==> src/rtl/dmem_arb_pkg.sv <==
// dmem_arb_pkg: shared widths and FSM encoding for the data-memory arbiter
package dmem_arb_pkg;
    localparam int STARVE_W = 8;
    localparam int DW = 32;
    typedef enum logic [1:0] {
        IDLE     = 2'd0,
        CPU_BUSY = 2'd1,
        CPU_DONE = 2'd2,
        DMA_BUSY = 2'd3
    } state_t;
endpackage

==> src/rtl/dmem_starve_cnt.sv <==
// dmem_starve_cnt: saturating DMA wait counter with threshold compare
// Ports: clk, rst_n (sync active-low), inc, clr (clr dominates), hit (count >= STARVE_MAX)
module dmem_starve_cnt
    import dmem_arb_pkg::*;
#(
    parameter int STARVE_MAX = 8
) (
    input  logic clk,
    input  logic rst_n,
    input  logic inc,
    input  logic clr,
    output logic hit
);
    logic [STARVE_W-1:0] cnt_q, cnt_d;
    always_comb begin
        cnt_d = clr ? '0 : (inc && cnt_q != '1) ? cnt_q + 1'b1 : cnt_q;
    end
    always_ff @(posedge clk) begin
        if (!rst_n) cnt_q <= '0;
        else        cnt_q <= cnt_d;
    end
    assign hit = cnt_q >= STARVE_W'(STARVE_MAX);
endmodule

==> src/rtl/dmem_arbiter.sv <==
// dmem_arbiter: single-port data-memory arbiter between the MEM stage and an optional DMA
// Ports: CLK, RESET (sync active-low); MEM-stage MemRead_in/MemWrite_in/addr_in/wdata_in,
// cpu_rdata, FREEZE; registered memory request mem_req/mem_we/mem_addr/mem_wdata with
// mem_ack/mem_rdata; DMA dma_req/dma_we/dma_addr/dma_wdata/dma_gnt/dma_done/dma_rdata
// present only when DMEM_ARB_DMA_EN is defined.
module dmem_arbiter
    import dmem_arb_pkg::*;
#(
    parameter int STARVE_MAX = 8
) (
    input  logic          CLK,
    input  logic          RESET,
    input  logic          MemRead_in,
    input  logic          MemWrite_in,
    input  logic [DW-1:0] addr_in,
    input  logic [DW-1:0] wdata_in,
    output logic [DW-1:0] cpu_rdata,
    output logic          FREEZE,
    output logic          mem_req,
    output logic          mem_we,
    output logic [DW-1:0] mem_addr,
    output logic [DW-1:0] mem_wdata,
`ifdef DMEM_ARB_DMA_EN
    input  logic          dma_req,
    input  logic          dma_we,
    input  logic [DW-1:0] dma_addr,
    input  logic [DW-1:0] dma_wdata,
    output logic          dma_gnt,
    output logic          dma_done,
    output logic [DW-1:0] dma_rdata,
`endif
    input  logic          mem_ack,
    input  logic [DW-1:0] mem_rdata
);
    if (STARVE_MAX < 1 || STARVE_MAX > 255) begin : g_bad_starve_max
        $error("STARVE_MAX must be in 1..255");
    end

    state_t        state_q, state_d;
    logic          mem_req_q, mem_req_d, mem_we_q, mem_we_d;
    logic [DW-1:0] mem_addr_q, mem_addr_d, mem_wdata_q, mem_wdata_d;
    logic [DW-1:0] cpu_rdata_q, cpu_rdata_d;
    logic          cpu_req;

    assign cpu_req = MemRead_in | MemWrite_in;

`ifdef DMEM_ARB_DMA_EN
    logic          dma_gnt_q, dma_gnt_d, dma_done_q, dma_done_d;
    logic [DW-1:0] dma_rdata_q, dma_rdata_d;
    logic          starve_hit, dma_win, grant;

    // DMA takes an idle slot, or overrides a pending CPU request once starved.
    assign dma_win = dma_req && (!cpu_req || starve_hit);
    assign grant   = state_q == IDLE && dma_win;

    dmem_starve_cnt #(.STARVE_MAX(STARVE_MAX)) u_starve (
        .clk   (CLK),
        .rst_n (RESET),
        .inc   (dma_req && !grant),
        .clr   (grant || !dma_req),
        .hit   (starve_hit)
    );
`endif

    always_comb begin
        state_d     = state_q;
        mem_req_d   = mem_req_q;
        mem_we_d    = mem_we_q;
        mem_addr_d  = mem_addr_q;
        mem_wdata_d = mem_wdata_q;
        cpu_rdata_d = cpu_rdata_q;
`ifdef DMEM_ARB_DMA_EN
        dma_gnt_d   = 1'b0;
        dma_done_d  = 1'b0;
        dma_rdata_d = dma_rdata_q;
`endif
        case (state_q)
            IDLE: begin
`ifdef DMEM_ARB_DMA_EN
                if (dma_win) begin
                    state_d     = DMA_BUSY;
                    mem_req_d   = 1'b1;
                    mem_we_d    = dma_we;
                    mem_addr_d  = dma_addr;
                    mem_wdata_d = dma_wdata;
                    dma_gnt_d   = 1'b1;
                end else
`endif
                if (cpu_req) begin
                    state_d     = CPU_BUSY;
                    mem_req_d   = 1'b1;
                    mem_we_d    = MemWrite_in;
                    mem_addr_d  = addr_in;
                    mem_wdata_d = wdata_in;
                end
            end
            CPU_BUSY: begin
                if (mem_ack) begin
                    state_d     = CPU_DONE;
                    mem_req_d   = 1'b0;
                    cpu_rdata_d = mem_we_q ? cpu_rdata_q : mem_rdata;
                end
            end
            CPU_DONE: state_d = IDLE;
            default: begin
`ifdef DMEM_ARB_DMA_EN
                if (mem_ack) begin
                    state_d     = IDLE;
                    mem_req_d   = 1'b0;
                    dma_done_d  = 1'b1;
                    dma_rdata_d = mem_rdata;
                end
`else
                state_d = IDLE;
`endif
            end
        endcase
    end

    always_ff @(posedge CLK) begin
        if (!RESET) begin
            state_q     <= IDLE;
            mem_req_q   <= 1'b0;
            mem_we_q    <= 1'b0;
            mem_addr_q  <= '0;
            mem_wdata_q <= '0;
            cpu_rdata_q <= '0;
`ifdef DMEM_ARB_DMA_EN
            dma_gnt_q   <= 1'b0;
            dma_done_q  <= 1'b0;
            dma_rdata_q <= '0;
`endif
        end else begin
            state_q     <= state_d;
            mem_req_q   <= mem_req_d;
            mem_we_q    <= mem_we_d;
            mem_addr_q  <= mem_addr_d;
            mem_wdata_q <= mem_wdata_d;
            cpu_rdata_q <= cpu_rdata_d;
`ifdef DMEM_ARB_DMA_EN
            dma_gnt_q   <= dma_gnt_d;
            dma_done_q  <= dma_done_d;
            dma_rdata_q <= dma_rdata_d;
`endif
        end
    end

    // The CPU is released only in CPU_DONE; a pending request stalls every other state.
    assign FREEZE    = cpu_req && state_q != CPU_DONE;
    assign mem_req   = mem_req_q;
    assign mem_we    = mem_we_q;
    assign mem_addr  = mem_addr_q;
    assign mem_wdata = mem_wdata_q;
    assign cpu_rdata = cpu_rdata_q;
`ifdef DMEM_ARB_DMA_EN
    assign dma_gnt   = dma_gnt_q;
    assign dma_done  = dma_done_q;
    assign dma_rdata = dma_rdata_q;
`endif
endmodule

==> config.mk <==
export PLATFORM = sky130hd
export DESIGN_NAME = dmem_arbiter
export DESIGN_NICKNAME = d
export VERILOG_FILES = /design/src/rtl/dmem_arb_pkg.sv /design/src/rtl/dmem_starve_cnt.sv /design/src/rtl/dmem_arbiter.sv
export SDC_FILE = /design/constraint.sdc
export NUM_CORES = 1
export LEC_CHECK = 0
export BUFFER_PORTS_ARGS = -buffer_cell sky130_fd_sc_hd__buf_2
export CORE_MARGIN = 2
export CORE_UTILIZATION = 41
export CTS_CLUSTER_SIZE = 20
export DETAILED_ROUTE_END_ITERATION = 8
export GPL_TIMING_DRIVEN = 0
export PLACE_DENSITY = 0.85
export RECOVER_POWER = 100
export REMOVE_ABC_BUFFERS = 1
export SLEW_MARGIN = 20
export SYNTH_ARGS = -nofsm -noshare
export SYNTH_HDL_FRONTEND = slang
export SYNTH_HIERARCHICAL = 1
export SYNTH_SLANG_ARGS = --single-unit
export TNS_END_PERCENT = 30
==> constraint.sdc <==
create_clock -name CLK -period 1.1 [get_ports CLK]
set_input_delay 0.055 -clock CLK [delete_from_list [all_inputs] [get_ports CLK]]
set_output_delay 0.055 -clock CLK [all_outputs]
set_load 0.1 [all_outputs]
---- Word level (Yosys, flattened, before mapping) ----
Cells that the tools add are included.
word-level totals
  output and inout port bits .............. 99
  input bits .............................. 101
  register bits after elaboration ......... 100
  word-level logic and storage cells ...... 25
cells by class
  reductions and logical operators ........ 7
  equality and inequality tests ........... 4
  multiplexer cells ....................... 6
  bitwise operators ....................... 2
operators with widths
  cell                  count
  $ne A2 B2 Y1 const B  3
  $reduce_and A3 Y1     2
  $mux W2               2
  $pmux W2 S2           1
  $reduce_and A2 Y1     2
  $eq A2 B1 Y1 const B  1
  $logic_not A2 Y1      1
  $mux W1               2
  $pmux W1 S2           1
  $reduce_bool A2 Y1    1
  $logic_and A1 B1 Y1   1
  $not A1 Y1            1
  $or A1 B1 Y1          1

---- Logic depth before layout (Yosys ltp) ----
Gate-level depths: netlist of the first run.
  depth in word-level cells ............... 3
  gate-level depth with buffers ........... 5
  mapped depth without buffers ............ 3

---- Worst setup path before layout of the first run ----
Ideal clock, no wire load.
  path kind ............................... reg2out
  start point ............................. register state_q[0]
  end point ............................... output port FREEZE
  arrival ................................. 1.919 ns
  cell stages (with the launch flop) ...... 3
  data required time ...................... 1.045 ns
  buffers on the path ..................... 0
  path slack .............................. -0.874 ns
  cells stage by stage .................... dfxtp_1 inv_1 a21oi_1
on the way
  longest elaborated chain between the ends .. 2
ends and longest elaborated chain
  item                    line                 source
  from (decl)             dmem_arbiter.sv:39   state_t state_q, state_d;
  from (signal assigned)  dmem_arbiter.sv:134  state_q <= state_d;
  $ne A2 B2 Y1            dmem_arbiter.sv:149  assign FREEZE = cpu_req && state_q != CPU_DONE;
  $logic_and A1 B1 Y1     dmem_arbiter.sv:149
  to (decl)               dmem_arbiter.sv:18   output logic FREEZE,
No other way between the ends.

---- Final worst setup path of the first run ----
  start point ............................. register state_q[1]
  end point ............................... register mem_addr_q[4], in the netlist mem_addr[4]
on the way
  longest elaborated chain between the ends .. 2
ends and longest elaborated chain
  item                         line                 source
  $logic_not A2 Y1             dmem_arbiter.sv:77   case (state_q)
  $reduce_and A2 Y1 (no line)  n/a
  to (signal assigned)         dmem_arbiter.sv:137  mem_addr_q <= mem_addr_d;
  to (decl)                    dmem_arbiter.sv:41   logic [DW-1:0] mem_addr_q, mem_addr_d, mem_wdata_q, mem_wdata_d;
No other way between the ends.
A chain may end at the register's enable or synchronous reset.

==> results of run 1 <==
-- timing repair --
| item | CTS | global route |
|---|---|---|
| cloned | 6 | 2 |
| hold buffers | 97 | 0 |
| setup endpoints to repair | 197 | 145 |
| endpoints found under the hold margin | 97 | 0 |
| setup buffers | 16 | 11 |
| gates resized for setup | 147 | 88 |
| pin swaps | 12 | 11 |
-- kinds of logic (layout without fill, tap and decap cells) --
logic type / count (synthesis) / in the layout
AO/OA/AOI/OAI: 37 / 37
buffers and inverters: 37 / 344
flip-flops: 100 / 100
multiplexers: 64 / 64
AND/OR/NAND/NOR: 201 / 206
-- routing by layer --
metal / vias up / routed length [µm] / global-route usage, %
met5: - / 0 / 0
met4: 0 / 539 / 10.7
met3: 52 / 1200 / 6.38
met2: 251 / 7990 / 47.3
met1: 2108 / 5650 / 27.1
li1: 2070 / - / -
-- per-stage QoR --
step                      cells  hold slack (ps)  cell area, µm²
after global placement      713              299            4790
after CTS                   852             76.3            6750
after global routing        862             80.8            7170
after floorplan             403              172            3660
after detailed placement    719              306            4920
final                       862              108            7170
-- flip-flops by register name, summed over array words and instances (netlist names) --
register	count
cpu_rdata	32
mem_addr	32
mem_wdata	32
state_q	2
mem_req	1
mem_we	1
-- final timing paths --
path | start | endpoint | slack [ps] | cells past startpoint
worst max register to register | state_q[1] | mem_addr[4] | -380 | 7
worst max-delay path | state_q[1] | mem_addr[4] | -380 | 7
worst min-delay path | MemRead_in | mem_we | 110 | 3
worst min register to register | mem_wdata[1] | mem_wdata[1] | 460 | 2
-- cell type report --
cell class	count	share of cell area [%]
Timing Repair Buffer	329	39.7
Sequential cell	100	28.1
Clock inverter	4	1.05
Clock buffer	10	1.92
Multi-Input combinational cell	307	27.3
Tap cell	111	1.94
Inverter	1	0.0524
-- worst reg2reg max path: cells and delay by family (launching register included) --
family / cells / cell delay (ps)
buffers and inverters: 5 / 560
flip-flops: 1 / 370
multiplexers: 1 / 260
AND/OR/NAND/NOR: 1 / 210
-- placed cells by master, fill, tap and decap left out, drive strengths merged, types with 6 or more instances in the layout --
cell type	instances
dlygate4sd3	97
buf	230
nand2	162
nand4bb	6
dfxtp	100
o21ai	32
mux2i	64
clkbuf	12
nand3	32
-- power breakdown --
| part | internal [W] | leakage (nW) | switching, W | total [W] |
|---|---|---|---|---|
| Combinational | 0.00141 | 2.37 | 0.00291 | 0.00432 |
| Clock | 0.00132 | 0.100 | 0.00124 | 0.00256 |
| Sequential | 0.00390 | 0.823 | 0.000207 | 0.00411 |
==> impl_metrics.toml, run 1 <==
[drt]
route.vias.total = 4481
postRouteAntennaNets = 0
drt-vias-per-instance = 5.20
drcViolationCount = 0
post_drt_wl_per_cell_um = 17.8
drt-initial-drc-count = 169
dr.pass1.iters = 5
drt-total-wl_um = 15400

[run_status]
violations = "negative setup slack"
status = "complete, but fails checks"

[clock_tree]
cts_sinks = 100
cts_tree = "done"
cts-root-buf = "clkbuf_8"
h-tree-depth = 3
clkLatencyLatePin_ps = 360
cts_buffers = 9
clockBufferDepth = 2
clkTransAtPathRegs_ps = 100

[setup_path]
setup.worst_path.end_class = "register"
crit_family = "buffers and inverters"
crit_fanout = 5
crit_arrival_ps = 1740
crit_chain = "nor3_4 -> buf_8 -> buf_12 -> buf_12 -> buf_4 -> buf_8 -> mux2i_1"
slowest_stage = "dfxtp_4"
required_ps = 1360
max_stage_delay_ps = 370
critical_path_class = "register to register"
critPathLaunchType = "register"
path_buf_inv = 5

[yosys]
syn_inst = 439
yosysWarnings = 6
yosysTopAreaCellShare_pct = 51.8
yosys-top-cells-count = "nand2_1, dfxtp_1, mux2i_1"
seq_area_frac_synth_pct = 51.8
syn-cell-area_mm2 = 0.00386
synthAdderAreaFrac_pct = 0
synth_top_area_cell = "dfxtp_1"
synth_top_family_by_area = "simple AND/OR/NAND/NOR gates"
synth_edf_count = 0
ys_ff_latch = 100
synth_cell_type_count = 22
yosys.area_share.simple_pct = 21.1
synth_most_common_cell = "nand2_1"
synth_mux_area_share_pct = 16.6
synth.avg_cell_area_um2 = 8.80
synth_ff_type = "dfxtp_1"
synth_compound_area_share_pct = 5.05
async_reset_ff_share_pct = 0
synth_xor_area_share_pct = 0
synthTopCellsByArea = "dfxtp_1, mux2i_1, nand2_1"

[cells_and_area]
multi_input_area_mm2 = 0.00195
area_growth_syn_to_layout_pct = 85.6
fillCellCount = 519
drive_gt1_share_pct = 38.1
seq_area_mm2 = 0.00201
antenna_cells = 0
final_nets = 849
fin_util_pct = 77.9

[global_route]
grt_max_degree = 102
antenna_found_initial = 0
grt_overflow = 0
first_global_vias = 4381
grt_pass1_wl_um = 20500
track_usage_pct = 25.5

[sta]
tns_ps = -15740
maxSlewHeadroom_pct = 49.9
drv_slew = 0
worst_pin_slew_ps = 751
setup_viol = 93
rsz0062_at_grt = "true"
fin_crit_sh_pct = 135
hold_viol_final = 0
clock-skew-final_ps = 12.9
clock.fmax_ghz = 0.675
worst_slack_ps = -381
period_minus_slack_ps = 1480

[floorplanning]
fp.dieH_um = 101
coreArea_mm2 = 0.00920
io_pins = 200
fp.dieArea_mm2 = 0.0102
initial_core_util_pct = 42.0
die_w_um = 101
fp-row-count = 35

[worst_hold_path]
hold_path.class = "primary input to register"

[power]
power_density_mw_per_mm2 = 1530
ir_drop_mv = 0.843
total_power_w = 0.0110
leakage_nw = 3.29

[placed_design]
pre_cts_slack_ps = -877
globalplace.congestion = 0.709
hpwl_um = 6640
port_buffers = 199

[run]
cap_violations = 0
Power figures use the tool's default switching activity.
==> run 2, diff against run 1 <==
- CORE_ASPECT_RATIO: unset -> 0.9
==> impl_metrics.toml, run 2 (synthesis gave the netlist of run 1 again) <==
[cells_and_area]
area_growth_syn_to_layout_pct = 89.6
seq_area_mm2 = 0.00201
fin_util_pct = 80.2
antenna_cells = 0
fillCellCount = 472
final_common_cell = "nand2_1"
final_nets = 852
multi_input_area_mm2 = 0.00198
final_cells = 877
final_cell_mix = "nand2_1, buf_2, dlygate4sd3_1, dfxtp_1, buf_6"
drive_gt1_share_pct = 39.7

[clock_tree]
cts_tree = "done"
clkLatencyLatePin_ps = 350
cts_buffers = 9
cts_sinks = 100
clockBufferDepth = 2
clkTransAtPathRegs_ps = 100
h-tree-depth = 3
cts-root-buf = "clkbuf_8"

[sta]
setup_viol = 100
drv_slew = 0
fin_crit_sh_pct = 134
clock.fmax_ghz = 0.681
period_minus_slack_ps = 1470
worst_slack_ps = -369
worst_pin_slew_ps = 599
rsz0062_at_grt = "true"
clock-skew-final_ps = 15.3
hold_viol_final = 0
maxSlewHeadroom_pct = 60.1

[floorplanning]
fp.dieH_um = 96.1
die_w_um = 106
io_pins = 200
fp.dieArea_mm2 = 0.0102
fp-row-count = 33
initial_core_util_pct = 42.3
coreArea_mm2 = 0.00913

[setup_path]
crit_chain = "nor3_4 -> buf_8 -> buf_12 -> buf_4 -> buf_12 -> mux2i_1"
max_stage_delay_ps = 380
required_ps = 1350
setup.worst_path.end_class = "register"
crit_fanout = 5
critical_path_class = "register to register"
slowest_stage = "dfxtp_4"
crit_top_cell = "buf_12"
critPathLaunchType = "register"
crit_family = "buffers and inverters"
path_buf_inv = 4
crit_arrival_ps = 1720

[drt]
drcViolationCount = 0
drt-initial-drc-count = 290
post_drt_wl_per_cell_um = 20.0
drt-total-wl_um = 17500
drt-vias-per-instance = 5.28
postRouteAntennaNets = 0
dr.pass1.iters = 6
route.vias.total = 4632

[global_route]
grt_pass1_wl_um = 23000
first_global_vias = 4544
antenna_found_initial = 0
grt_max_degree = 104
grt_overflow = 0
track_usage_pct = 29.0

[worst_hold_path]
hold_path.class = "primary input to register"

[run_status]
violations = "negative setup slack"
status = "complete, but fails checks"

[placed_design]
placed_cells = 730
globalplace.congestion = 0.719
hpwl_um = 6740
pre_cts_slack_ps = -895
port_buffers = 199

[power]
power_density_mw_per_mm2 = 1470
ir_drop_mv = 1.02
leakage_nw = 3.33

[run]
cap_violations = 0
run 2: area by class of cell:
type,count,share of cell area [%]
multi-input combinational,306,27.0
clock buffer,10,1.88
clock inverter,5,0.513
inverter,1,0.0854
tap,122,2.08
sequential,100,27.5
timing repair buffer,333,40.9
run 2: per-stage QoR:
stage / cell area, µm² / total power [W] / hold WS [ps] / setup TNS (ps)
after detailed placement: 4940 / 0.00739 / 307 / -49490
after floorplan: 3660 / 0.00671 / 172 / -273490
after CTS: 6850 / 0.0103 / 34.4 / -15060
after global routing: 7320 / 0.0111 / 81.1 / -27630
after global placement: 4810 / 0.00734 / 299 / -339970
final: 7320 / 0.0108 / 113 / -21460
run 2: worst reg2reg max path, cell delays in order, from the launching register on:
cell	delay [ps]
dfxtp_4	380
nor3_4	230
buf_8	150
buf_12	100
buf_4	110
buf_12	120
mux2i_1	280
run 2: worst paths after layout:
check,startpoint,end,slack (ps),cells past startpoint
worst min register to register,mem_addr[6],mem_addr[6],470,2
worst min-delay path,MemRead_in,mem_we,110,3
worst max-delay path,state_q[1],mem_wdata[22],-370,6
worst max register to register,state_q[1],mem_wdata[22],-370,6
run 2: layer usage:
metal,up-vias,wire length [µm],global-route usage (%)
met5,-,0,0
met4,0,864,14.0
met2,295,9080,55.7
met1,2179,6120,29.9
met3,89,1450,6.91
li1,2069,-,-
run 2: power by group:
group / switching, W / total [W] / leakage [nW] / internal (W)
combinational: 0.00298 / 0.00448 / 2.42 / 0.00150
clock: 0.00129 / 0.00217 / 0.0848 / 0.000883
sequential: 0.000241 / 0.00414 / 0.824 / 0.00390
total: 0.00451 / 0.0108 / 3.33 / 0.00629
run 2: timing repair:
item	CTS	global route
buffers inserted	15	11
hold buffers	97	0
hold endpoints to repair	97	0
resized for setup	186	84
gates cloned	6	3
pin swaps	31	4
endpoints found under the setup margin	197	159
==> run 3, diff against run 2 <==
- ABC_AREA: unset -> 1
- CORE_UTILIZATION: 41 -> 42
==> impl_metrics.toml, run 3 <==
[run_status]
status = "complete, but fails checks"
violations = "negative setup slack"

[cells_and_area]
final_cells = 929
final_cell_mix = "nor2_1, nand2_1, buf_2, dfxtp_1, buf_4"
fillCellCount = 876
multi_input_area_mm2 = 0.00220
final_nets = 896
final_cell_area_mm2 = 0.00667
antenna_cells = 0
seq_area_mm2 = 0.00201
drive_gt1_share_pct = 43.3
final_common_cell = "nor2_1"
area_growth_syn_to_layout_pct = 53.8

[floorplanning]
die_w_um = 111
io_pins = 200
initial_core_util_pct = 42.7
coreArea_mm2 = 0.0102
fp.dieArea_mm2 = 0.0112
fp.dieH_um = 100
fp-row-count = 35

[yosys]
syn_inst = 583
synthTopCellsByArea = "dfxtp_1, nor2_1, nand3b_1"
synth_cell_type_count = 17
ys_ff_latch = 100
synth_compound_area_share_pct = 0.461
yosys-top-cells-count = "nor2_1, nand2_1, dfxtp_1"
syn-cell-area_mm2 = 0.00434
synth_top_family_by_area = "simple AND/OR/NAND/NOR gates"
synth_most_common_cell = "nor2_1"
synth_mux_area_share_pct = 0
seq_area_frac_synth_pct = 46.1
synth_edf_count = 0
synthAdderAreaFrac_pct = 0
async_reset_ff_share_pct = 0
yosys.area_share.simple_pct = 43.8
synth_ff_type = "dfxtp_1"
yosysWarnings = 6
yosysTopAreaCellShare_pct = 46.1
synth_top_area_cell = "dfxtp_1"
synth_xor_area_share_pct = 0
synth.avg_cell_area_um2 = 7.44

[sta]
maxSlewHeadroom_pct = 68.4
tns_ps = -13490
clock.fmax_ghz = 0.748
period_minus_slack_ps = 1340
drv_slew = 0
fin_crit_sh_pct = 122
rsz0062_at_grt = "true"
worst_pin_slew_ps = 475
hold_slack_ps = 21.9
hold_viol_final = 0
clock-skew-final_ps = 5.40
worst_slack_ps = -237
setup_viol = 100

[setup_path]
setup.worst_path.end_class = "output port"
crit_chain = "clkinvlp_4 -> a21oi_2 -> buf_12"
critical_path_class = "register to output port"
crit_family = "flip-flops"
max_stage_delay_ps = 400
path_buf_inv = 2
critPathLaunchType = "register"
crit_fanout = 5
required_ps = 1040
slowest_stage = "dfxtp_4"
crit_arrival_ps = 1280

[drt]
postRouteAntennaNets = 0
drcViolationCount = 0
post_drt_wl_per_cell_um = 14.9
dr.pass1.iters = 4
drt-initial-drc-count = 268
route.vias.total = 4479
drt-vias-per-instance = 4.82
drt-total-wl_um = 13900

[global_route]
grt_pass1_wl_um = 20800
first_global_vias = 4060
track_usage_pct = 23.2
grt_max_degree = 74
antenna_found_initial = 0
grt_overflow = 0

[run]
cap_violations = 0

[clock_tree]
clockBufferDepth = 2
cts-root-buf = "clkbuf_16"
clkTransAtPathRegs_ps = 70
clkLatencyLatePin_ps = 330
cts_buffers = 9
cts_sinks = 100
h-tree-depth = 3
cts_tree = "done"

[power]
power_density_mw_per_mm2 = 1850
leakage_nw = 3.26
ir_drop_mv = 1.09

[placed_design]
globalplace.congestion = 0.786
placed_cells = 874
place_area_mm2 = 0.00534
hpwl_um = 7070
port_buffers = 199

[worst_hold_path]
hold_path.class = "primary input to register"
-- run 3: cell count changes after synthesis, moves of 6 or more --
cell and delta:
inv_1 +37, buf_4 +9, nor2_1 +154, clkbuf_1 -6, o21ai_0 -32, nor2_2 +40
mux2i_1 -64, nand2_1 -59, nand3b_1 +64
-- run 3: stage by stage --
| step | power [W] | util [%] | worst slack (ps) |
|---|---|---|---|
| final | 0.0123 | 65.7 | -237 |
| after global routing | 0.0128 | 65.7 | -292 |
| after CTS | 0.0121 | 62.5 | -178 |
| after detailed placement | 0.00853 | 52.5 | -795 |
| after global placement | 0.00843 | 51.5 | -1830 |
| after floorplan | 0.00767 | - | -1110 |
-- run 3: worst paths after layout --
kind                       from             to  slack (ps)  cells after the start
setup / recovery     state_q[0]         FREEZE        -240                      3
hold / removal       addr_in[4]    mem_addr[4]          20                      4
setup reg to reg     state_q[1]   mem_wdata[9]        -180                      7
hold reg to reg   mem_wdata[16]  mem_wdata[16]         470                      2
-- run 3: area by class of cell --
| cell class | instances | share of cell area, % |
|---|---|---|
| well taps | 129 | 2.42 |
| repair buffers | 228 | 26.1 |
| flip-flops and latches | 100 | 30.2 |
| clock inverters | 5 | 0.581 |
| clock buffers | 11 | 3.49 |
| multi-input cells | 409 | 33.0 |
| repair inverters | 7 | 1.63 |
| inverters | 40 | 2.55 |
-- run 3: worst register-to-register path, cell delays in order (launching register included) --
cell       delay (ps)
dfxtp_4           370
nor2_4            160
clkbuf_16         170
buf_12            110
buf_16            120
nand3b_1          100
nand2_1           120
nor2_2             30
-- run 3: power by group --
| group | internal, W | leakage [nW] | total, W | switching, W |
|---|---|---|---|---|
| Combinational | 0.00137 | 2.31 | 0.00519 | 0.00382 |
| Sequential | 0.00398 | 0.829 | 0.00423 | 0.000256 |
| Clock | 0.00154 | 0.118 | 0.00292 | 0.00138 |
| Total | 0.00689 | 3.26 | 0.0123 | 0.00545 |
-- run 3: cells by family (layout without fill, tap and decap cells) --
logic type | after synthesis | in the layout
AO/OA/AOI/OAI | 4 | 4
AND/OR/NAND/NOR | 399 | 405
buffers and inverters | 80 | 291
flip-flops | 100 | 100
-- run 3: what timing repair did --
action	4_1_cts	5_1_grt
resized for setup	152	63
pin swaps	21	24
cloned	13	3
endpoints found under the setup margin	198	106
buffers inserted	15	7
hold endpoints to repair	2	0
hold buffers	2	0
-- run 3: metal layers --
layer	track usage (%)	share of wire [%]	vias up
met5	0	0	-
met4	7.12	1.8	0
met3	4.77	5.8	22
met2	38.7	49	158
met1	30.6	43	2072
li1	-	-	2227
